File: src/rtl/icache_fill_responder_if.sv
// Instruction-fill bus between per-CPU icache requesters, the responder and the instruction RAM port.
// slave = responder view; master = environment (CPUs, RAM, data-side arbiter) view.
interface icache_fill_responder_if #(
  parameter int CPUS       = 2,
  parameter int RAMSTATE_W = 2
);
  logic [CPUS-1:0]       iREN;
  logic [CPUS*32-1:0]    iaddr;
  logic [CPUS-1:0]       iwait;
  logic [CPUS*32-1:0]    iload;
  logic                  dbusy;
  logic                  ramREN;
  logic [31:0]           ramaddr;
  logic [31:0]           ramload;
  logic [RAMSTATE_W-1:0] ramstate;
  logic                  ierr;

  modport slave (
    input  iREN, iaddr, dbusy, ramload, ramstate,
    output iwait, iload, ramREN, ramaddr, ierr
  );

  modport master (
    output iREN, iaddr, dbusy, ramload, ramstate,
    input  iwait, iload, ramREN, ramaddr, ierr
  );
endinterface

File: src/rtl/icache_fill_responder.sv
// Round-robin responder for icache fill requests: one instruction RAM read at a time,
// answered with a single-cycle iwait-low pulse to the granted CPU.
module icache_fill_responder #(
  parameter int CPUS       = 2,
  parameter int RAMSTATE_W = 2
) (
  input logic                    CLK,
  input logic                    RST,
  icache_fill_responder_if.slave bus
);
  localparam int IDW = (CPUS > 1) ? $clog2(CPUS) : 1;

  typedef enum logic [1:0] {IDLE, FETCH, DONE} state_t;
  typedef enum logic [RAMSTATE_W-1:0] {RAM_FREE, RAM_BUSY, RAM_ACCESS, RAM_ERROR} ram_t;

  state_t              state_q, state_n;
  logic [IDW-1:0]      ptr_q, ptr_n;
  logic [IDW-1:0]      gnt_q, gnt_n;
  logic [31:0]         addr_q, addr_n;
  logic [31:0]         data_q, data_n;
  logic                ierr_q, ierr_n;

  logic [CPUS-1:0][31:0] addr_v;
  logic [CPUS-1:0][31:0] load_c;
  logic [CPUS-1:0]       wait_c;
  logic                  ren_c;
  logic                  found;
  logic [IDW-1:0]        pick;
  logic [IDW-1:0]        cand;

  assign addr_v      = bus.iaddr;
  assign bus.iload   = load_c;
  assign bus.iwait   = wait_c;
  assign bus.ramREN  = ren_c;
  assign bus.ramaddr = addr_q;
  assign bus.ierr    = ierr_q;

  // First requester at or after the pointer, wrapping past CPUS-1.
  always_comb begin
    found = 1'b0;
    pick  = ptr_q;
    cand  = '0;
    for (int unsigned i = 0; i < CPUS; i++) begin
      cand = IDW'((32'(ptr_q) + i) % CPUS);
      if (!found && bus.iREN[cand]) begin
        found = 1'b1;
        pick  = cand;
      end
    end
  end

  always_comb begin
    state_n = state_q;
    ptr_n   = ptr_q;
    gnt_n   = gnt_q;
    addr_n  = addr_q;
    data_n  = data_q;
    ierr_n  = ierr_q;
    wait_c  = '1;
    load_c  = '0;
    ren_c   = 1'b0;
    case (state_q)
      IDLE: begin
        if (!bus.dbusy && found) begin
          gnt_n   = pick;
          addr_n  = {addr_v[pick][31:2], 2'b00};
          state_n = FETCH;
        end
      end
      FETCH: begin
        ren_c = 1'b1;
        case (bus.ramstate)
          RAM_ACCESS: begin
            data_n  = bus.ramload;
            state_n = DONE;
          end
          RAM_ERROR: begin
            ierr_n  = 1'b1;
            state_n = IDLE;
          end
          default: state_n = FETCH;
        endcase
      end
      DONE: begin
        // Only answer if the requester still wants this exact word; otherwise drop it.
        if (bus.iREN[gnt_q] && (addr_v[gnt_q][31:2] == addr_q[31:2])) begin
          wait_c[gnt_q] = 1'b0;
          load_c[gnt_q] = data_q;
        end
        ptr_n   = (gnt_q == IDW'(CPUS - 1)) ? '0 : gnt_q + 1'b1;
        state_n = IDLE;
      end
      default: state_n = IDLE;
    endcase
  end

  always_ff @(posedge CLK) begin
    if (RST) begin
      state_q <= IDLE;
      ptr_q   <= '0;
      gnt_q   <= '0;
      addr_q  <= '0;
      data_q  <= '0;
      ierr_q  <= 1'b0;
    end else begin
      state_q <= state_n;
      ptr_q   <= ptr_n;
      gnt_q   <= gnt_n;
      addr_q  <= addr_n;
      data_q  <= data_n;
      ierr_q  <= ierr_n;
    end
  end
endmodule

File: src/flat_wrapper.sv
// flat-port wrapper written by rule: the top's interface ports become plain ports
module icache_fill_responder_flat 
#(
  parameter int CPUS       = 2,
  parameter int RAMSTATE_W = 2
)
  (CLK, RST, bus_iREN, bus_iaddr, bus_dbusy, bus_ramload, bus_ramstate, bus_iwait, bus_iload, bus_ramREN, bus_ramaddr, bus_ierr);
  icache_fill_responder_if #(.CPUS(CPUS), .RAMSTATE_W(RAMSTATE_W)) bus_i ();
  input logic CLK;
  input logic RST;
  input wire logic [$bits(bus_i.iREN)-1:0] bus_iREN;
  input wire logic [$bits(bus_i.iaddr)-1:0] bus_iaddr;
  input wire logic [$bits(bus_i.dbusy)-1:0] bus_dbusy;
  input wire logic [$bits(bus_i.ramload)-1:0] bus_ramload;
  input wire logic [$bits(bus_i.ramstate)-1:0] bus_ramstate;
  output wire logic [$bits(bus_i.iwait)-1:0] bus_iwait;
  output wire logic [$bits(bus_i.iload)-1:0] bus_iload;
  output wire logic [$bits(bus_i.ramREN)-1:0] bus_ramREN;
  output wire logic [$bits(bus_i.ramaddr)-1:0] bus_ramaddr;
  output wire logic [$bits(bus_i.ierr)-1:0] bus_ierr;
  assign bus_i.iREN = bus_iREN;
  assign bus_i.iaddr = bus_iaddr;
  assign bus_i.dbusy = bus_dbusy;
  assign bus_i.ramload = bus_ramload;
  assign bus_i.ramstate = bus_ramstate;
  assign bus_iwait = bus_i.iwait;
  assign bus_iload = bus_i.iload;
  assign bus_ramREN = bus_i.ramREN;
  assign bus_ramaddr = bus_i.ramaddr;
  assign bus_ierr = bus_i.ierr;
  icache_fill_responder #(.CPUS(CPUS), .RAMSTATE_W(RAMSTATE_W)) u_core (.CLK(CLK), .RST(RST), .bus(bus_i));
endmodule
File: config.mk
export PLATFORM = sky130hd
export DESIGN_NAME = icache_fill_responder_flat
export DESIGN_NICKNAME = d
export VERILOG_FILES = /design/src/rtl/icache_fill_responder_if.sv /design/src/rtl/icache_fill_responder.sv /design/src/flat_wrapper.sv
export SDC_FILE = /design/constraint.sdc
export NUM_CORES = 1
export LEC_CHECK = 0
export CAP_MARGIN = 10
export CORE_MARGIN = 3
export CORE_UTILIZATION = 46
export DETAILED_ROUTE_END_ITERATION = 10
export PLACE_DENSITY_LB_ADDON = 0.1
export SKIP_LAST_GASP = 1
export SLEW_MARGIN = 20
export SYNTH_ARGS = -nofsm -noshare
export SYNTH_HDL_FRONTEND = slang
export SYNTH_SLANG_ARGS = --single-unit
File: constraint.sdc
create_clock -name CLK -period 6.3 [get_ports CLK]
set_input_delay 1.575 -clock CLK [delete_from_list [all_inputs] [get_ports CLK]]
set_output_delay 1.575 -clock CLK [all_outputs]
set_load 0.02 [all_outputs]
==> results by group <==
Run status
  – Status: complete, no violations

Setup path
  – CP arrival: 4300 ps
  – Slowest cell on crit path: clkdlybuf4s50_1
  – Buf/Inv on CP: 4
  – Critical Path Max Stage Delay: roughly 560 ps
  – Total stage count of the critical path: 9
  – R2R depth: 3
  – CP delay by family, top: buffers and inverters
  – Critical Path Fanout Max: 66
  – Worst setup SP type: input port
  – CP endpoint kind: primary output
  – Crit-path cells: clkdlybuf4s50_1 -> mux2i_1 -> xnor2_1 -> nor4_1 -> buf_4 -> nand4_1 -> buf_12 -> or4_1 -> clkdlybuf4s50_1
  – CP dominant cell by count: clkdlybuf4s50_1
  – Worst endpoint required time: 4720 ps
  – Critical path class: in -> out

Floorplan
  – Height of the die: approximately 110 um
  – Initial Util: 0.482
  – Top-level port count: 203
  – Area of the die: 11100 um^2
  – Die span in x: 105 um
  – Core ar.: 9420 um^2
  – Row Count: 35

Routing
  – Met1 WL: 5750 um
  – WL met3: 947 um
  – WL final: 14000 um
  – Metal2 WL: between 6000 and 7000 um
  – # DRC: 0
  – Mean number of vias per cell: 5.52
  – DRT iter0 DRCs: 256
  – Post-route ant nets: 0
  – Highest metal used: met4
  – First-pass DRT Iterations: 5
  – Vias: 4595
  – Routed WL per cell: 16.9 um

Hold path
  – Hold depth: 2
  – Hold crit path type: reg -> reg

Timing
  – Crit share post-route: 0.933
  – Pin slew with the least headroom to its limit: ~1000 ps
  – Final Max Slew Viols: 0
  – Setup TNS: 0 ps
  – Slew HR: 0.322
  – Final setup vio count: 0
  – Max Clock Freq: 170 MHz
  – RSZ-0062 raised after global routing: no
  – Final Hold Vio Count: 0
  – Min Tclk post-route: between 5000 and 6000 ps
  – Clock Skews: 11.0 ps

Power
  – Comb pwr share: 0.228
  – Power, Total: 1140 uW
  – Clock power share: 0.358
  – Pleak: 0.00192 uW
  – Sw Share: 0.283
  – Max IR drop VDD: 0.000101 V
  – Cell Pwr Density: ~170 nW/um^2
  – Flop pwr share: 0.415
  – P_int: 821 uW
  – Sw Pwr: 324 uW

Clocking
  – Reg clk slew, reported paths: 70 ps
  – CTS root buf: clkbuf_8
  – CTS tree: yes
  – CTS buffer count: 9
  – H-Tree Depth: 3
  – Clock sink count: 67
  – Insertion delay to the later sink of the worst-skew pair: roughly 340 ps
  – Clk buf depth: 2

Global route
  – Initial antenna violation count: 0
  – GRT Residual Overflow: 0
  – Global-route wire length before repair: 22500 um
  – Vias in the first global route: 4625
  – All-layer global routing usage: 0.246
  – Largest net degree at the start of global routing: 69

Yosys
  – Mux contribution to synthesized area: 0.135
  – Count of different cell masters after synthesis: 32
  – Syn Inst Count: ~540
  – Post-Synth XOR/XNOR Area: 0.0406
  – Post-synth EDFFs: 0
  – Most common cell in the synthesized netlist: nand2_1
  – Flops & latches, synth: 67
  – Synth area leader: dfxtp_1
  – Synth top cells by count: 130 x nand2_1, 67 x dfxtp_1, 61 x mux2i_1
  – Yosys warning total: 0
  – Seq/Total Area, Yosys: 0.296
  – Adder-Cell Fraction of Synth Area: 0.00221
  – Complex-gate fraction of the synthesized area: 0.105
  – FFs w/ async S/R, synth: 0
  – Largest family of logic cells by synthesized area: simple AND/OR/NAND/NOR gates
  – Synth Area in Simple Gates: 0.337
  – Syn Area/Cell: 8.44 um^2
  – Dominant cells by area after synthesis: dfxtp_1 30%, nor4_2 17%, mux2i_1 13%, nand2_1 11%, a211oi_1 5.3%
  – Area share of the largest cell type after synthesis: 0.296
  – Mapped Area: 4530 um^2
  – Main synth FF type: dfxtp_1

Cells and area
  – Multi-input gate area: 2850 um^2
  – P&R area growth vs syn: 46.9%
  – Share of cells above drive strength 1: 0.135
  – Number of fill cells: 761
  – Fin nets: ~800
  – Reg area: 1350 um^2
  – Diodes inserted: 0

Run
  – Max-cap viol count: 0

Place
  – PortBufs: 196
  – HPWL after DPL: 9510 um
  – Gpl congestion: ~0.85
## per-stage QoR
| step | worst slack (ps) | hold slack (ps) | instance area (um^2) | util | instances |
|---|---|---|---|---|---|
| floorplan | 1530 | 449 | 4540 | - | 538 |
| global placement | 309 | 453 | 6430 | 0.683 | 816 |
| detailed placement | 240 | 461 | 6430 | 0.683 | 816 |
| CTS | 218 | 471 | 6650 | 0.707 | 832 |
| global route | 237 | 492 | 6660 | 0.707 | 832 |
| finish | 420 | 471 | 6660 | 0.707 | 832 |
## tightest hold or removal path, cell delays in order (launching register included)
cell	delay (ps)
dfxtp_1	320
nand2_1	50
a21oi_1	50
## final timing paths
check / startpoint / to / slack [ps]
worst max-delay path: bus_iaddr[46] / bus_iwait[0] / 420
worst min-delay path: u_core.data_q[13] / u_core.data_q[13] / 470
worst max register to register: u_core.ptr_q / u_core.bus.ramaddr[22] / 4510
worst min register to register: u_core.data_q[13] / u_core.data_q[13] / 470
## layout make-up
cell class,count,share of cell area
well taps,129,0.0242
clock inverters,6,0.0132
multi-input cells,411,0.427
flip-flops and latches,67,0.202
inverters,3,0.00169
clock buffers,10,0.0207
repair buffers,206,0.311
## metal layers
layer / vias up / track usage
met4: 0 / 0.0909
li1: 2218 / -
met1: 2174 / 0.292
met5: - / 0
met3: 31 / 0.0698
met2: 172 / 0.422
## flip-flops by register name (all words and copies together), names as in the netlist
| signal | flops |
|---|---|
| u_core.data_q | 32 |
| u_core.bus.ierr | 1 |
| u_core.bus.ramaddr | 30 |
| u_core.ptr_q | 1 |
| u_core.gnt_q | 1 |
| u_core.state_q | 2 |
## what timing repair did
action,in CTS,in global routing
gates resized for setup,0,1
hold buffers,0,0
buffers inserted,0,0
setup endpoints to repair,0,4
## logic make-up (layout without fill, tap and decap cells)
group                      count (synthesis)  count (layout)
DFF                                       67              67
adders and majority gates                  1               1
AOI/OAI and AO/OA                         75              75
and+or+nand+nor                          251             251
xor gates and xnor gates                  21              21
other                                      1               2
buffers and inverters                     60             225
muxes                                     61              61
## power groups by stage
stage | Clock (uW) | Sequential (uW) | Combinational [uW]
2_1_floorplan | 0 | 495 | 119
3_3_place_gp | 0 | 482 | 254
3_5_place_dp | 0 | 484 | 260
4_1_cts | 418 | 475 | 261
5_1_grt | 437 | 479 | 280
6_report | 409 | 475 | 261
## cell usage in the layout, fill, tap and decap left out, drive strengths merged, types with 3 or more instances in the layout
| cell type | instances |
|---|---|
| nor4 | 69 |
| nor2 | 40 |
| a21oi | 34 |
| a211oi | 32 |
| clkbuf | 10 |
| inv | 4 |
| mux2i | 61 |
| nor2b | 4 |
| dfxtp | 67 |
| nand2 | 130 |
| buf | 11 |
| clkinv | 3 |
| clkdlybuf4s50 | 195 |
| xnor2 | 21 |
(Power assumes the default switching activity.)
